==> config.mk <==
export PLATFORM = sky130hd
export DESIGN_NAME = spi_mem_loader
export DESIGN_NICKNAME = d
export VERILOG_FILES = /design/src/rtl/spi_mem_loader.sv
export SDC_FILE = /design/constraint.sdc
export NUM_CORES = 1
export LEC_CHECK = 0
export BUFFER_PORTS_ARGS = -buffer_cell sky130_fd_sc_hd__buf_4
export CORE_ASPECT_RATIO = 1.4
export CORE_MARGIN = 3
export CORE_UTILIZATION = 35
export CTS_CLUSTER_DIAMETER = 100
export CTS_CLUSTER_SIZE = 12
export DETAILED_ROUTE_END_ITERATION = 10
export PLACE_DENSITY = 0.56
export SLEW_MARGIN = 10
export SYNTH_ARGS = -nofsm -noshare
export SYNTH_HDL_FRONTEND = slang
export SYNTH_SLANG_ARGS = --single-unit
==> constraint.sdc <==
create_clock -name clk -period 2.2 [get_ports clk]
set_input_delay 0.22 -clock clk [delete_from_list [all_inputs] [get_ports clk]]
set_output_delay 0.22 -clock clk [all_outputs]
set_load 0.02 [all_outputs]
==> src/rtl/spi_mem_loader.sv <==
// spi_mem_loader
// Receives SPI mode-0 write frames (header byte + payload bytes) by oversampling
// sclk/mosi/cs_n in the clk domain, and writes each payload byte to the SNN
// parameter memory with a single-cycle strobe at consecutive, wrapping addresses.
//
// Ports:
//   clk        system clock, rising edge
//   reset      asynchronous active-high reset
//   sclk       SPI clock (idle low), asynchronous
//   mosi       SPI data, MSB first, sampled on sclk rise
//   cs_n       SPI chip select, active low, asynchronous
//   mem_data   memory write data
//   mem_addr   memory write address
//   mem_we     one-clk memory write strobe
//   busy       frame in progress
//   frame_err  sticky error flag for the current/last frame
//   checksum   mod-256 sum of payload bytes written this frame
//
// Optional feature macro: LOADER_CHECKSUM_EN builds the checksum accumulator;
// without it checksum is tied to zero.
//
// state | meaning
// IDLE  | waiting for a cs_n fall; outputs hold
// HDR   | shifting in the header byte
// DATA  | shifting payload bytes, one memory write per byte
// DROP  | bad header; ignore the rest of the frame

module spi_mem_loader #(
    parameter int MEM_DEPTH = 125,
    parameter int ADDR_W    = 7,
    parameter int DATA_W    = 8
) (
    input  logic              clk,
    input  logic              reset,
    input  logic              sclk,
    input  logic              mosi,
    input  logic              cs_n,
    output logic [DATA_W-1:0] mem_data,
    output logic [ADDR_W-1:0] mem_addr,
    output logic              mem_we,
    output logic              busy,
    output logic              frame_err,
    output logic [7:0]        checksum
);

    localparam int CNT_W = $clog2(DATA_W);

    typedef enum logic [1:0] {IDLE, HDR, DATA, DROP} state_t;

    state_t              state, state_next;
    logic [2:0]          sclk_sync, cs_sync;
    logic [1:0]          mosi_sync;
    logic [1:0]          settle_cnt;
    logic                armed;
    logic [CNT_W-1:0]    bit_cnt, bit_cnt_next;
    logic [DATA_W-2:0]   shift, shift_next;
    logic [ADDR_W-1:0]   ptr, ptr_next;
    logic [DATA_W-1:0]   data_next;
    logic [ADDR_W-1:0]   addr_next;
    logic                we_next, err_next;

    logic                sclk_rise, cs_fall, cs_rise, byte_done, hdr_ok;
    logic [DATA_W-1:0]   shift_full;
    logic [ADDR_W-1:0]   hdr_addr;

    assign sclk_rise  = sclk_sync[1] & ~sclk_sync[2];
    assign cs_rise    = cs_sync[1] & ~cs_sync[2];
    // The synchronizers reset to idle levels, so a cs_n held low through reset
    // release would look like a fresh fall. Only accept falls once cs_n has been
    // seen high with fully flushed synchronizers.
    assign cs_fall    = armed & ~cs_sync[1] & cs_sync[2];
    assign shift_full = {shift, mosi_sync[1]};
    assign byte_done  = sclk_rise && (bit_cnt == CNT_W'(DATA_W - 1));
    assign hdr_addr   = shift_full[ADDR_W-1:0];
    assign hdr_ok     = shift_full[DATA_W-1] && (int'(hdr_addr) < MEM_DEPTH);
    assign busy       = (state != IDLE);

    always_ff @(posedge clk or posedge reset) begin
        if (reset) begin
            sclk_sync  <= 3'b000;
            cs_sync    <= 3'b111;
            mosi_sync  <= 2'b00;
            settle_cnt <= 2'd3;
            armed      <= 1'b0;
            state      <= IDLE;
            bit_cnt    <= '0;
            shift      <= '0;
            ptr        <= '0;
            mem_data   <= '0;
            mem_addr   <= '0;
            mem_we     <= 1'b0;
            frame_err  <= 1'b0;
        end else begin
            sclk_sync  <= {sclk_sync[1:0], sclk};
            cs_sync    <= {cs_sync[1:0], cs_n};
            mosi_sync  <= {mosi_sync[0], mosi};
            if (settle_cnt != 2'd0) settle_cnt <= settle_cnt - 2'd1;
            armed      <= armed | ((settle_cnt == 2'd0) & cs_sync[1] & cs_sync[2]);
            state      <= state_next;
            bit_cnt    <= bit_cnt_next;
            shift      <= shift_next;
            ptr        <= ptr_next;
            mem_data   <= data_next;
            mem_addr   <= addr_next;
            mem_we     <= we_next;
            frame_err  <= err_next;
        end
    end

    always_comb begin
        state_next   = state;
        bit_cnt_next = bit_cnt;
        shift_next   = shift;
        ptr_next     = ptr;
        data_next    = mem_data;
        addr_next    = mem_addr;
        we_next      = 1'b0;
        err_next     = frame_err;
        case (state)
            IDLE: begin
                if (cs_fall) begin
                    state_next   = HDR;
                    bit_cnt_next = '0;
                    err_next     = 1'b0;
                end
            end
            HDR, DATA: begin
                if (sclk_rise) begin
                    shift_next   = shift_full[DATA_W-2:0];
                    bit_cnt_next = bit_cnt + CNT_W'(1);
                end
                if (byte_done) begin
                    if (state == HDR) begin
                        if (hdr_ok) begin
                            ptr_next   = hdr_addr;
                            state_next = DATA;
                        end else begin
                            err_next   = 1'b1;
                            state_next = DROP;
                        end
                    end else begin
                        data_next = shift_full;
                        addr_next = ptr;
                        we_next   = 1'b1;
                        ptr_next  = (ptr == ADDR_W'(MEM_DEPTH - 1)) ? '0 : ptr + ADDR_W'(1);
                    end
                end
                // A byte completing in the same cycle as cs_n rising is kept;
                // only a genuinely partial byte flags an error.
                if (cs_rise) begin
                    state_next = IDLE;
                    if ((bit_cnt != '0) && !byte_done) err_next = 1'b1;
                end
            end
            DROP: begin
                if (cs_rise) state_next = IDLE;
            end
            default: state_next = IDLE;
        endcase
    end

`ifdef LOADER_CHECKSUM_EN
    logic [7:0] sum;

    always_ff @(posedge clk or posedge reset) begin
        if (reset) begin
            sum <= 8'h00;
        end else if ((state == IDLE) && cs_fall) begin
            sum <= 8'h00;
        end else if (we_next) begin
            sum <= sum + 8'(data_next);
        end
    end

    assign checksum = sum;
`else
    assign checksum = 8'h00;
`endif

endmodule

# Word-level counts from Yosys, hierarchy flattened
# Cells that the tools add are included.
# word_totals
regBits	47
out_inout_bits	26
# classes
n_addsub	3
n_lt_le_gt_ge	1
eq_ne	11
mux	23
bitwise_logic	11
reduce_logical	17
# op_table
cell	count
7-bit 2-to-1 mux	3
1-bit 2-to-1 mux	10
2-bit 2-to-1 mux	5
3-bit AND reduction	3
2-bit != test, second input constant	4
7-bit by 1-bit adder with 7-bit output, second input constant	1
7-bit equality test, second input constant	1
7-bit < comparator, second input constant	1
1-bit bitwise AND	6
3-bit 2-to-1 mux	2
3-bit != test, second input constant	2
2-bit one-hot mux with 3 select lines	1
3-bit one-hot mux with 2 select lines	1
2-bit nonzero test	3
2-bit equality test, second input constant	2
2-bit logical NOT	2
1-bit inverter	4
2-bit AND reduction	2
4-bit AND reduction	1
3-bit by 1-bit adder with 3-bit output, second input constant	1
3-bit equality test, second input constant	1
1-bit logical AND	3
3-bit nonzero test	1
2-bit by 1-bit equality test with 1-bit output, second input constant	1
5 further kinds	5

# Longest topological paths before layout
# depth
ltp_word	8
mapped_depth	7
depth_no_buf	6

# Least setup slack after synthesis
# No wires, ideal clock.
# synth_path
path_kind	register -> register
start	register bit_cnt[1]
end	register mem_addr[2]
setup_ns	0.125
arrival_time_ns	1.591
t_required_ns	2.075
setup_slack_ns	0.484
stages_incl_launch_ff	8
n_path_buf	1
path_cell_list	dfrtp_1 -> ha_1 -> ha_1 -> and3b_2 -> nand2_4 -> nor2_4 -> buf_6 -> mux2_2
# synth_via
elab_chain_cells	3
# synth_lines
item	line_no	text
start: declaration	55	logic [CNT_W-1:0] bit_cnt, bit_cnt_next;
start signal: assignment	100	bit_cnt <= bit_cnt_next;
3-bit equality test	73	assign byte_done = sclk_rise && (bit_cnt == CNT_W'(DATA_W - 1));
1-bit logical AND	73	
3-bit AND reduction (no line)	--	
end signal: assignment	104	mem_addr <= addr_next;
end: declaration	39	output logic [ADDR_W-1:0] mem_addr,
# Every way passes these cells.
# A chain may end at the register's enable or synchronous reset.

# Worst setup path after layout
# layout_path
start	register bit_cnt[1]
end	register mem_data[3]
# layout_via
elab_chain_cells	3
# layout_lines
item	line_no	text
3-bit equality test	73	
1-bit logical AND	73	
3-bit AND reduction (no line)	--	
end signal: assignment	103	mem_data <= data_next;
end: declaration	38	output logic [DATA_W-1:0] mem_data,
# Every way passes these cells.

==> out/metrics.yaml <==
final_layout:
  area_growth_pct: 15.2
  design_area_um2: 2550
  drive_gt1_frac: 0.304
  diodes: 0
  final_nets: 222
cts:
  clk_path_buf_depth: 2
  postCtsSetupBuffers: 0
  cts_buffers: 5
  cts_tree: "yes"
  htreeDepth: 2
  cts.clk_slew.worst_paths_ps: 80
  cts_resized: 0
  worst_skew_pair.late_latency_ps: 280
  root_buffer: "clkbuf_8"
  cts_sinks: 47
  cts_hold_buf: 1
synth:
  synth_xor_xnor_area_share: 0.00395
  synth_top_family_by_area: "compound AO/OA/AOI/OAI gates"
  ys_types: 44
  syn_area_um2: 2210
  synthMuxAreaShare: 0.135
  yosys.area.top_type_share: 0.475
  synth_adder_area_share: 0.0508
  synth_warnings: 0
  synth_area_leaders: "dfrtp_1 47%, mux2_2 8.6%, dfstp_2 5.9%, ha_1 5.1%, a22o_1 3.2%"
  synth-compound-area-share: 0.137
  synth-simple-area-share: 0.0791
  ys_async_sr_fraction: 1.00
  synth_edf_count: 0
  yosysTopAreaCell: "dfrtp_1"
  synth_seq_cells: 47
  ys_seq_area_frac: 0.534
  ys.flop_type: "dfrtp_1"
  synth_cells: 178
  syn_avg_cell_area_um2: 12.4
setup_path:
  cp.required_ps: 2370
  cpMostUsedCell: "ha_1"
  r2r_setup_slack_ps: 380
  worst-path-buf-inv: 1
  cp.arrival_ps: 2000
  cpPeakStageDelay_ps: 390
  worst_r2r_startpoint: "bit_cnt[1]"
  path_class: "reg2reg"
  start_kind: "register"
  worstPathMaxFanout: 13
  path_cells: "ha_1, ha_1, and3b_2, nand2_4, nor2_4, buf_12, mux2_2"
  reg2reg_depth: 7
  critPathSlowestCell: "dfrtp_1"
  cp-end-kind: "register"
  r2r_end: "mem_data[3]"
  critPathTopFamily: "simple AND/OR/NAND/NOR gates"
global_route:
  use_met2: 0.204
  grt_max_degree: 25
  grt_use_met1: 0.155
  grt_pass1_wl_um: 6980
  grt_usage: 0.122
  overflow: 0
  top_usage_layer: "met2"
  grt_pass1_vias: 1424
  antenna_found_initial: 0
  met3_usage: 0.0251
detailed_routing:
  drt-initial-drc-count: 57
  drcViolationCount: 0
  routedWlPerCell_um: 14.5
  wl_um: 4010
  detail-route-antenna-nets: 0
  dr.pass1.iters: 4
  vias_per_cell: 5.06
  vias: 1401
place:
  gp_congestion: 0.788
  dpl_cell_area_um2: 2470
  post-place-ws_ps: 363
  hpwl_um: 3020
  port_buffers: 22
die:
  ios: 31
  start_util: 0.370
  dieHeight_um: 100
  rows: 33
  fp.dieW_um: 73.2
  die-area_um2: 7330
  core_um2: 5990
timing:
  setup_violations: 0
  slew_violations: 0
  layout_setup_ws_ps: 375
  rsz0062_at_grt: "no"
  holdWs_ps: 36.9
  period_share: 0.829
  skew_ps: 2.58
  fin_crit_ps: 1820
  tightest_slew_ps: 525
  setup-tns-final_ps: 0
  max_slew_margin: 0.650
  hold_viol_final: 0
  max_freq_mhz: 548
min_path:
  holdCritPathClass: "in2reg"
  hold_path_depth: 1
  min_from: "mosi"
  min_delay_worst_endpoint: "mosi_sync[0]"
run:
  drv_cap: 0
pwr:
  p_leak_nw: 1.21
  ir_worst_vdd_mv: 0.502
  p_per_area_nw_per_um2: 948
outcome:
  status: "complete, no violations"
registers in the layout (all words and copies together) (netlist names):
register,flops
ptr,7
state,2
mem_addr,7
sclk_sync,3
mem_we,1
cs_sync,3
settle_cnt,2
armed,1
mem_data,8
shift,7
mosi_sync,2
frame_err,1
bit_cnt,3
cells in the final DEF (no fill, tap or decap), types with 4 or more instances in the layout:
cell type,n
nor2_1,4
o21ai_0,7
dfstp_2,5
a22o_1,8
buf_4,24
inv_1,12
clkbuf_8,5
nand3_1,5
mux2_2,17
nand2_1,6
mux2i_1,4
conb_1,8
mux2_1,6
dfrtp_1,42
o31ai_1,4
a21oi_1,4
ha_1,9
area by class of cell:
cell class	instances	area, um2
Clock buffer	6	72.6
Inverter	13	48.8
Timing Repair Buffer	27	230
Tap cell	70	87.6
Sequential cell	47	1180
Fill cell	576	3440
Multi-Input combinational cell	114	930
synth_stat cells, types with 2 or more instances:
cell type,n
o21a_1,2
a22o_1,8
a211o_1,3
a21oi_1,4
nand2_1,6
mux2_1,6
buf_4,8
ha_1,9
mux2i_1,4
o21ai_0,7
nand2b_1,2
nand3_1,5
o21ai_1,2
inv_1,13
dfstp_2,5
nand3b_1,2
nor2_1,4
o31ai_1,4
mux2_2,17
nor3_1,2
dfrtp_1,42
metrics by stage:
step	utilization	total power [mW]	std cells
floorplan	-	1.76	185
global placement	0.412	1.98	270
detailed placement	0.412	1.99	270
CTS	0.426	2.46	277
global route	0.426	2.61	277
finish	0.426	2.42	277
logic make-up (layout without fill, tap and decap cells):
group | count (synthesis) | after routing
AO/OA/AOI/OAI | 39 | 39
XOR/XNOR | 1 | 1
adder cells (fa/ha/maj) | 9 | 9
buffers and inverters | 24 | 46
flip-flops | 47 | 47
multiplexers | 27 | 27
other | 1 | 8
AND/OR/NAND/NOR | 30 | 30
how the worst max path moves through the flow:
stage / startpoint / endpoint / slack [ps] / cells past startpoint
floorplan: bit_cnt[1] / mem_addr[2] / 480 / 7
global placement: state[0] / ptr[6] / 370 / 6
detailed placement: bit_cnt[1] / mem_data[3] / 360 / 7
CTS: bit_cnt[1] / mem_data[3] / 350 / 7
global route: bit_cnt[1] / mem_data[3] / 240 / 7
finish: bit_cnt[1] / mem_data[3] / 380 / 7
metal layers:
metal  part of all wire  wire length (um)
met5                  0                 0
met1               0.43              1710
met4              0.011                45
met2               0.53              2130
met3              0.032               130
power breakdown:
part	switching, mW	internal [mW]
registers	0.142	0.986
logic	0.469	0.366
clock network	0.245	0.212
total	0.856	1.56
Power figures use the tool's default switching activity.
